### src/rtl/gpio_in_debounce.sv
// Per-channel input conditioning: 2-FF synchronizer, counter-based debouncer
// and registered rise/fall pulses with a combined any_edge flag.
module gpio_in_debounce #(
  parameter int unsigned CH        = 8,
  parameter int unsigned DB_CYCLES = 16,
  parameter int unsigned CNT_W     = 16
) (
  input  logic          clk,
  input  logic          reset,
  input  logic          en,
  input  logic [CH-1:0] pin_in,
  output logic [CH-1:0] gpio_in,
  output logic [CH-1:0] rise,
  output logic [CH-1:0] fall,
  output logic          any_edge
);

  localparam logic [CNT_W-1:0] CNT_MAX = CNT_W'(DB_CYCLES - 1);
  localparam logic [CNT_W-1:0] CNT_ONE = CNT_W'(1);

  logic [CH-1:0]    sync1;
  logic [CH-1:0]    sync2;
  logic [CNT_W-1:0] cnt     [CH];
  logic [CNT_W-1:0] cnt_nxt [CH];
  logic [CH-1:0]    gpio_nxt;
  logic [CH-1:0]    rise_nxt;
  logic [CH-1:0]    fall_nxt;

  // A level is accepted on the cycle the count has already reached its
  // maximum and sync2 still disagrees, so the count never wraps.
  always_comb begin
    gpio_nxt = gpio_in;
    rise_nxt = '0;
    fall_nxt = '0;
    for (int unsigned i = 0; i < CH; i++) begin
      cnt_nxt[i] = '0;
      if (en && (sync2[i] != gpio_in[i])) begin
        if (cnt[i] == CNT_MAX) begin
          gpio_nxt[i] = sync2[i];
          rise_nxt[i] = sync2[i];
          fall_nxt[i] = ~sync2[i];
        end else begin
          cnt_nxt[i] = cnt[i] + CNT_ONE;
        end
      end
    end
  end

  always_ff @(posedge clk) begin
    if (reset) begin
      sync1    <= '0;
      sync2    <= '0;
      gpio_in  <= '0;
      rise     <= '0;
      fall     <= '0;
      any_edge <= 1'b0;
      for (int unsigned i = 0; i < CH; i++) begin
        cnt[i] <= '0;
      end
    end else begin
      sync1    <= pin_in;
      sync2    <= sync1;
      gpio_in  <= gpio_nxt;
      rise     <= rise_nxt;
      fall     <= fall_nxt;
      any_edge <= |(rise_nxt | fall_nxt);
      for (int unsigned i = 0; i < CH; i++) begin
        cnt[i] <= cnt_nxt[i];
      end
    end
  end

endmodule

### config.mk
export PLATFORM = sky130hd
export DESIGN_NAME = gpio_in_debounce
export DESIGN_NICKNAME = d
export VERILOG_FILES = /design/src/rtl/gpio_in_debounce.sv
export SDC_FILE = /design/constraint.sdc
export NUM_CORES = 1
export LEC_CHECK = 0
export ABC_AREA = 1
export BUFFER_PORTS_ARGS = -buffer_cell sky130_fd_sc_hd__buf_2
export CAP_MARGIN = 10
export CORE_MARGIN = 3
export CORE_UTILIZATION = 61
export CTS_CLUSTER_DIAMETER = 120
export DETAILED_ROUTE_END_ITERATION = 16
export GPL_TIMING_DRIVEN = 0
export PLACE_DENSITY = 0.83
export SYNTH_ARGS = -nofsm -noshare
export SYNTH_HDL_FRONTEND = slang
export SYNTH_SLANG_ARGS = --single-unit
### constraint.sdc
create_clock -name clk -period 1.6 [get_ports clk]
set_clock_uncertainty 0.15 [all_clocks]
set_input_delay 0.24 -clock clk [delete_from_list [all_inputs] [get_ports clk]]
set_output_delay 0.24 -clock clk [all_outputs]
set_load 0.02 [all_outputs]
Word level (Yosys, flattened, before mapping) --
Memories as Yosys holds them, arrays and structs flattened. Index checks and enable logic that the tools add are counted.
Storage, ports and cells: input port bits 11, RAM bits 128, memories 1, output and inout port bits 25, word-level logic and storage cells 131, register bits 41
Memory list:
- cnt | words 8, bits a word 16, rd ports 8, clocked after Yosys merged registers in 0, write ports 8, line 23 | logic [CNT_W-1:0] cnt [CH];
Operators by class: reduce and logical (&&, ||, !) cells 17, $add $sub $neg 8, mux-type cells 59, bitwise logic cells 17, equality and inequality tests 16
Operator list (count):
- 16-bit 2-to-1 mux | 24
- 16-bit by 1-bit adder with 16-bit output, second input constant | 8
- 16-bit by 4-bit == test with 1-bit output, second input constant | 8
- 1-bit 2-to-1 mux | 35
- 2-bit AND reduction | 8
- 1-bit logical AND | 8
- 1-bit inequality test | 8
- 1-bit NOT | 8
- 1-bit OR | 8
- 8-bit OR | 1
- 8-bit OR reduction | 1

Depth between registers and ports, before layout --
Gate-level depths: netlist of run 1.
word-level depth 5, gate-level depth with buffers 10, depth with buffers taken out 10

Worst setup path after synthesis of run 1 --
Ideal clock, no wire load.
kind reg2reg, start point mem cnt[3][0], in the netlist cnt[0][48], end point mem cnt[3][6], in the netlist cnt[0][54], data required time 1.336 ns, library setup time 0.114 ns, clock period less this slack 1.499 ns, path buffers 1, setup slack 0.101 ns, arrival 1.235 ns, stages on the path, launching flop included 8, cells stage by stage dfxtp_1 -> ha_1 -> nand3_1 -> nor2_1 -> nand2_1 -> nand2_1 -> buf_4 -> nor2_1
RTL lines (line):
- from (decl) | 23

==> out/metrics.yaml, run 1 <==
power:
  switching_share_pct: 19.8
  pwr-share-comb_pct: 1.7
  power.switching_mw: 1.68
  ir_drop_mv: 0.762
  seqPwrFrac_pct: 50.2
  p_int_mw: 6.78
  p_leak_nw: 3.46
  p_clk_share_pct: 48.1
  total_power_mw: 8.45
  power_density_mw_per_mm2: 944
global_route:
  grt.total_usage_pct: 22.3
  grt_pass1_vias: 5687
  grt_pass1_wl_um: 24500
  antenna_found_initial: 0
  grt_max_degree: 17
  overflow: 0
detailed_routing:
  drtAntennaViolNets: 0
  first_pass_iters: 5
  drtIter0Drc: 361
  post_drt_wl_per_cell_um: 12.0
  vias: 6284
  vias_per_cell: 5.11
  drc: 0
  wl_um: 14700
placement:
  place_area_mm2: 0.00784
  dp_cells: 1179
  globalplace.congestion: 0.827
  io_buffers: 34
  dp.final_hpwl_um: 9850
  preCtsSetupSlack_ps: -187
worst_setup_path:
  cp.arrival_ps: 1720
  cp.required_ps: 1760
  crit_type: "flop to flop"
  endpoint: "cnt[1][3]"
  startpoint: "cnt[1][0]"
  r2r-start: "cnt[1][0]"
  critical_path_peak_fanout: 8
  r2r_slack_ps: 40
  critPathLaunchType: "flop"
  worst_setup_path_end_kind: "flop"
  r2r_cells: 9
  rr_endpoint: "cnt[1][3]"
cells_and_area:
  final_cell_area_mm2: 0.00896
  layout_common_cells: "nor2_1 (203), nand2_1 (184), dfxtp_1 (154)"
  layout.nets: 1093
  nFillCells: 837
  final_cells: 1229
  drive_gt1_share_pct: 19.7
  syn2layout_area_growth_pct: 19.5
  final_core_util_pct: 76.5
  layout_commonest_cell: "nor2_1"
  antennaDiodeCount: 0
timing:
  hold_viol: 0
  holdWs_ps: 130
  finalMaxSlewViolations: 0
  worst_pin_slew_ps: 600
  timing.final.ws_setup_ps: 42.1
  fin_setup_tns_ps: 0
  period_needed_ps: 1560
  fmax_ghz: 0.642
  relSlewSlack_pct: 60.0
  fin_crit_sh_pct: 97.4
  setup_viol: 0
logic_synthesis:
  yosysUniqueCellTypes: 37
  avgSynthCellArea_um2: 7.48
  ys_warn_count: 0
  synth.area.top_cells: "dfxtp_1 (45%), nor2_1 (11%), nand2_1 (9.7%)"
  synth_top_cell_area_share_pct: 45.1
  synth_area_mm2: 0.00749
  syn_inst: 1002
  syn_nets: 1021
  synth_seq_cells: 169
  yosys.area.top_type: "dfxtp_1"
  seq_area_frac_synth_pct: 45.1
floorplanning:
  core_area_mm2: 0.0117
  die_area_mm2: 0.0137
  die-width_um: 117
  num_rows: 39
  fp.dieH_um: 117
  initial_core_util_pct: 64.0
  ioPinCount: 36
cts:
  clk_pin_slew_ps: 60
  clock_latency_ps: 420
  clockBufferDepth: 2
  cts-root-buf: "clkbuf_16"
  cts-buffers-inserted: 17
  cts_num_sinks: 169
  h-tree-depth: 4
  cts_tree: "done"
status:
  outcome: "completed"
flow_run:
  cap_violations: 0
worst_hold_path:
  hp-class: "input port to flop"
## what timing repair did
action / in CTS / in global routing
resized for setup: 33 / 60
buffers inserted: 6 / 3
pin swaps: 5 / 12
hold buffers: 8 / 0
hold endpoints to repair: 8 / 0
endpoints found under the setup margin: 108 / 122
cloned: 1 / 1
## Yosys cell counts (all sizes together)
cell type	n
nor2	234
nand2	210
dfxtp	169
inv	107
nand3	62
a21oi	54
nor3	40
xor2	31
nand4	15
buf	11
nor3b	11
o21a	10
xnor2	10
o21ai	9
or2	9
ha	8
o21bai	5
nand3b	3
and3	1
clkbuf	1
nor4	1
o211ai	1
## logic make-up after synthesis
group	after synthesis	share of synthesized area, %
simple gates	586	36.1
flops	169	45.1
buf+inv	119	6.68
compound gates	79	5.91
xor+xnor	41	4.79
fa+ha+maj	8	1.34
## routing by layer
| metal | share of wire [%] | routed length, µm | track usage [%] |
|---|---|---|---|
| met5 | 0 | 0 | 0 |
| met4 | 2.2 | 321 | 9.56 |
| met3 | 3.0 | 443 | 4.63 |
| met2 | 48 | 7040 | 36.7 |
| met1 | 47 | 6920 | 28.6 |
## registers in the layout, summed over array words and instances (netlist names)
name and count:
rise 8, cnt 128, gpio_in 8, sync1 8, any_edge 1, fall 8
sync2 8
## how the worst min path moves through the flow
stage                    from        to  slack [ps]  cells after the start
CTS                     reset   rise[3]         120                      4
global route            reset   fall[4]         160                      3
floorplan           pin_in[0]  sync1[0]         200                      2
detailed placement   sync1[6]  sync2[6]         240                      2
global placement     sync1[0]  sync2[0]         240                      2
finish                  reset   fall[3]         130                      3
## power groups by stage
stage,Sequential [mW],Clock (mW),Combinational (mW)
detailed placement,4.34,0,0.118
floorplan,4.33,0,0.0762
global placement,4.34,0,0.116
CTS,4.25,4.11,0.141
global route,4.25,4.29,0.161
finish,4.25,4.06,0.144
## cell type report
cell class	count	area, µm²	share of cell area, %
Multi-Input combinational cell	714	3900	43.5
Sequential cell	169	3400	38.0
Clock buffer	24	502	5.60
Inverter	107	402	4.48
Timing Repair Buffer	53	363	4.05
Tap cell	143	179	2.00
Buffer	12	118	1.31
Clock inverter	7	90.1	1.01
## worst max-delay path, cell delays in order, from the launching register on
cell and delay (ps):
dfxtp_2 340, ha_1 160, nand2_1 70, inv_2 80
nand2_2 90, nor2_4 140, nand2_2 90, nand2_4 130
clkbuf_16 160, nor2_1 30
(Power assumes the default switching activity.)
==> run 2: changes to the inputs <==
CORE_UTILIZATION = 50   (was 61)
PLACE_DENSITY = 0.63   (was 0.83)
==> out/metrics.yaml, run 2 (synthesis gave the netlist of run 1 again) <==
floorplanning:
  core_area_mm2: 0.0146
  initial_core_util_pct: 51.4
  num_rows: 44
  ioPinCount: 36
  fp.dieH_um: 128
  die_area_mm2: 0.0165
  die-width_um: 128
placement:
  preCtsSetupSlack_ps: -179
  dp_cells: 1220
  io_buffers: 34
  dp.final_hpwl_um: 10200
  globalplace.congestion: 0.824
detailed_routing:
  first_pass_iters: 5
  wl_met2_um: 6810
  highest_layer: "met4"
  post_drt_wl_per_cell_um: 11.6
  wl_met3_um: 500
  drtAntennaViolNets: 0
  wl_um: 14900
  met1Wirelength_um: 7270
  drc: 0
  vias: 6223
  vias_per_cell: 4.87
  drtIter0Drc: 264
worst_setup_path:
  cp_cell_sequence: "ha_4, nand2_1, inv_2, nand2_2, nor2_4, nand2_2, nand2_4, clkbuf_16, nor2_1"
  crit_buf_inv: 2
  rr_endpoint: "cnt[1][3]"
  crit_family: "simple AND/OR/NAND/NOR gates"
  slowest_stage: "dfxtp_2"
  crit_type: "flop to flop"
  crit_path_frequent_cell: "nand2_2"
  cp.required_ps: 1770
  r2r-start: "cnt[1][0]"
  critical_path_peak_fanout: 8
  critPathLaunchType: "flop"
  r2r_slack_ps: 70
  slowest_delay_ps: 360
  worst_setup_path_end_kind: "flop"
  cp.arrival_ps: 1690
  r2r_cells: 9
cells_and_area:
  top_register: "cnt"
  layout_common_cells: "nor2_1 (199), nand2_1 (181), dfxtp_1 (153)"
  final_cells: 1277
  nFillCells: 1296
  drive_gt1_share_pct: 21.5
  layout.nets: 1100
  antennaDiodeCount: 0
  largest_reg_flops: 128
  syn2layout_area_growth_pct: 22.2
  layout_commonest_cell: "nor2_1"
timing:
  hold_viol: 0
  timing.final.ws_setup_ps: 74.1
  finalMaxSlewViolations: 0
  worst_pin_slew_ps: 522
  fin_setup_tns_ps: 0
  period_needed_ps: 1530
  fmax_ghz: 0.655
  setup_viol: 0
  relSlewSlack_pct: 65.2
  fin_crit_sh_pct: 95.4
  holdWs_ps: 163
cts:
  cts-root-buf: "clkbuf_16"
  clock_latency_ps: 430
  cts_tree: "done"
  h-tree-depth: 4
  clk_pin_slew_ps: 60
  cts_num_sinks: 169
  cts-buffers-inserted: 17
  clockBufferDepth: 2
worst_hold_path:
  holdPathStages: 4
  hp-start: "reset"
  hp-class: "input port to flop"
  hold_path_end: "cnt[0][56]"
global_route:
  grt_pass1_vias: 5753
  antenna_found_initial: 0
  overflow: 0
  grt.total_usage_pct: 18.8
  grt_pass1_wl_um: 25300
  grt_max_degree: 17
status:
  outcome: "completed"
flow_run:
  cap_violations: 0
power:
  ir_drop_mv: 0.822
  p_leak_nw: 3.52
  power_density_mw_per_mm2: 953
[run 2: what timing repair did]
item	in CTS	in global routing
gates cloned	1	1
setup buffers	10	7
hold buffers	8	0
endpoints found under the setup margin	106	123
pin swaps	6	19
endpoints found under the hold margin	8	0
resized for setup	38	75
[run 2: worst max path at each step]
stage               startpoint  depth (start not counted)  slack (ps)          to
global placement    cnt[0][48]                          7        -180  cnt[0][53]
global route         cnt[1][0]                          9         -20   cnt[1][9]
floorplan           cnt[0][48]                          7         100  cnt[0][54]
detailed placement  cnt[0][48]                          7        -180  cnt[0][61]
CTS                  cnt[1][1]                          9         -10    any_edge
finish               cnt[1][0]                          9          70   cnt[1][3]
[run 2: power breakdown]
group	switching [mW]	internal, mW
sequential	0.0156	4.23
combinational	0.0866	0.0611
clock	1.62	2.72
total	1.72	7.01
[run 2: final cells by class]
type	instances	area [µm²]	share of cell area [%]
Buffer	11	106	1.16
Multi-Input combinational cell	714	3950	43.1
Sequential cell	169	3410	37.2
Clock buffer	23	478	5.22
Tap cell	184	230	2.51
Inverter	107	404	4.41
Clock inverter	8	143	1.56
Timing Repair Buffer	61	438	4.78
[run 2: stage by stage]
step                power [mW]  utilization (%)  area (µm²)
finish                    8.73             62.8        9160
global route              9.01             62.8        9160
CTS                       8.82             60.5        8830
detailed placement        4.46             54.1        7890
global placement          4.46             54.1        7890
floorplan                 4.41                -        7490
[run 2: worst min-delay path, cell delays in order]
cell and delay, ps:
buf_2 200, nor3_2 100, nand2_4 110, a21oi_2 40
[run 2: layer usage]
metal / global-route usage [%] / up-vias
met4: 6.68 / 0
met1: 24.9 / 2787
met2: 29.6 / 76
met3: 5.27 / 25
met5: 0 / -
li1: - / 3335
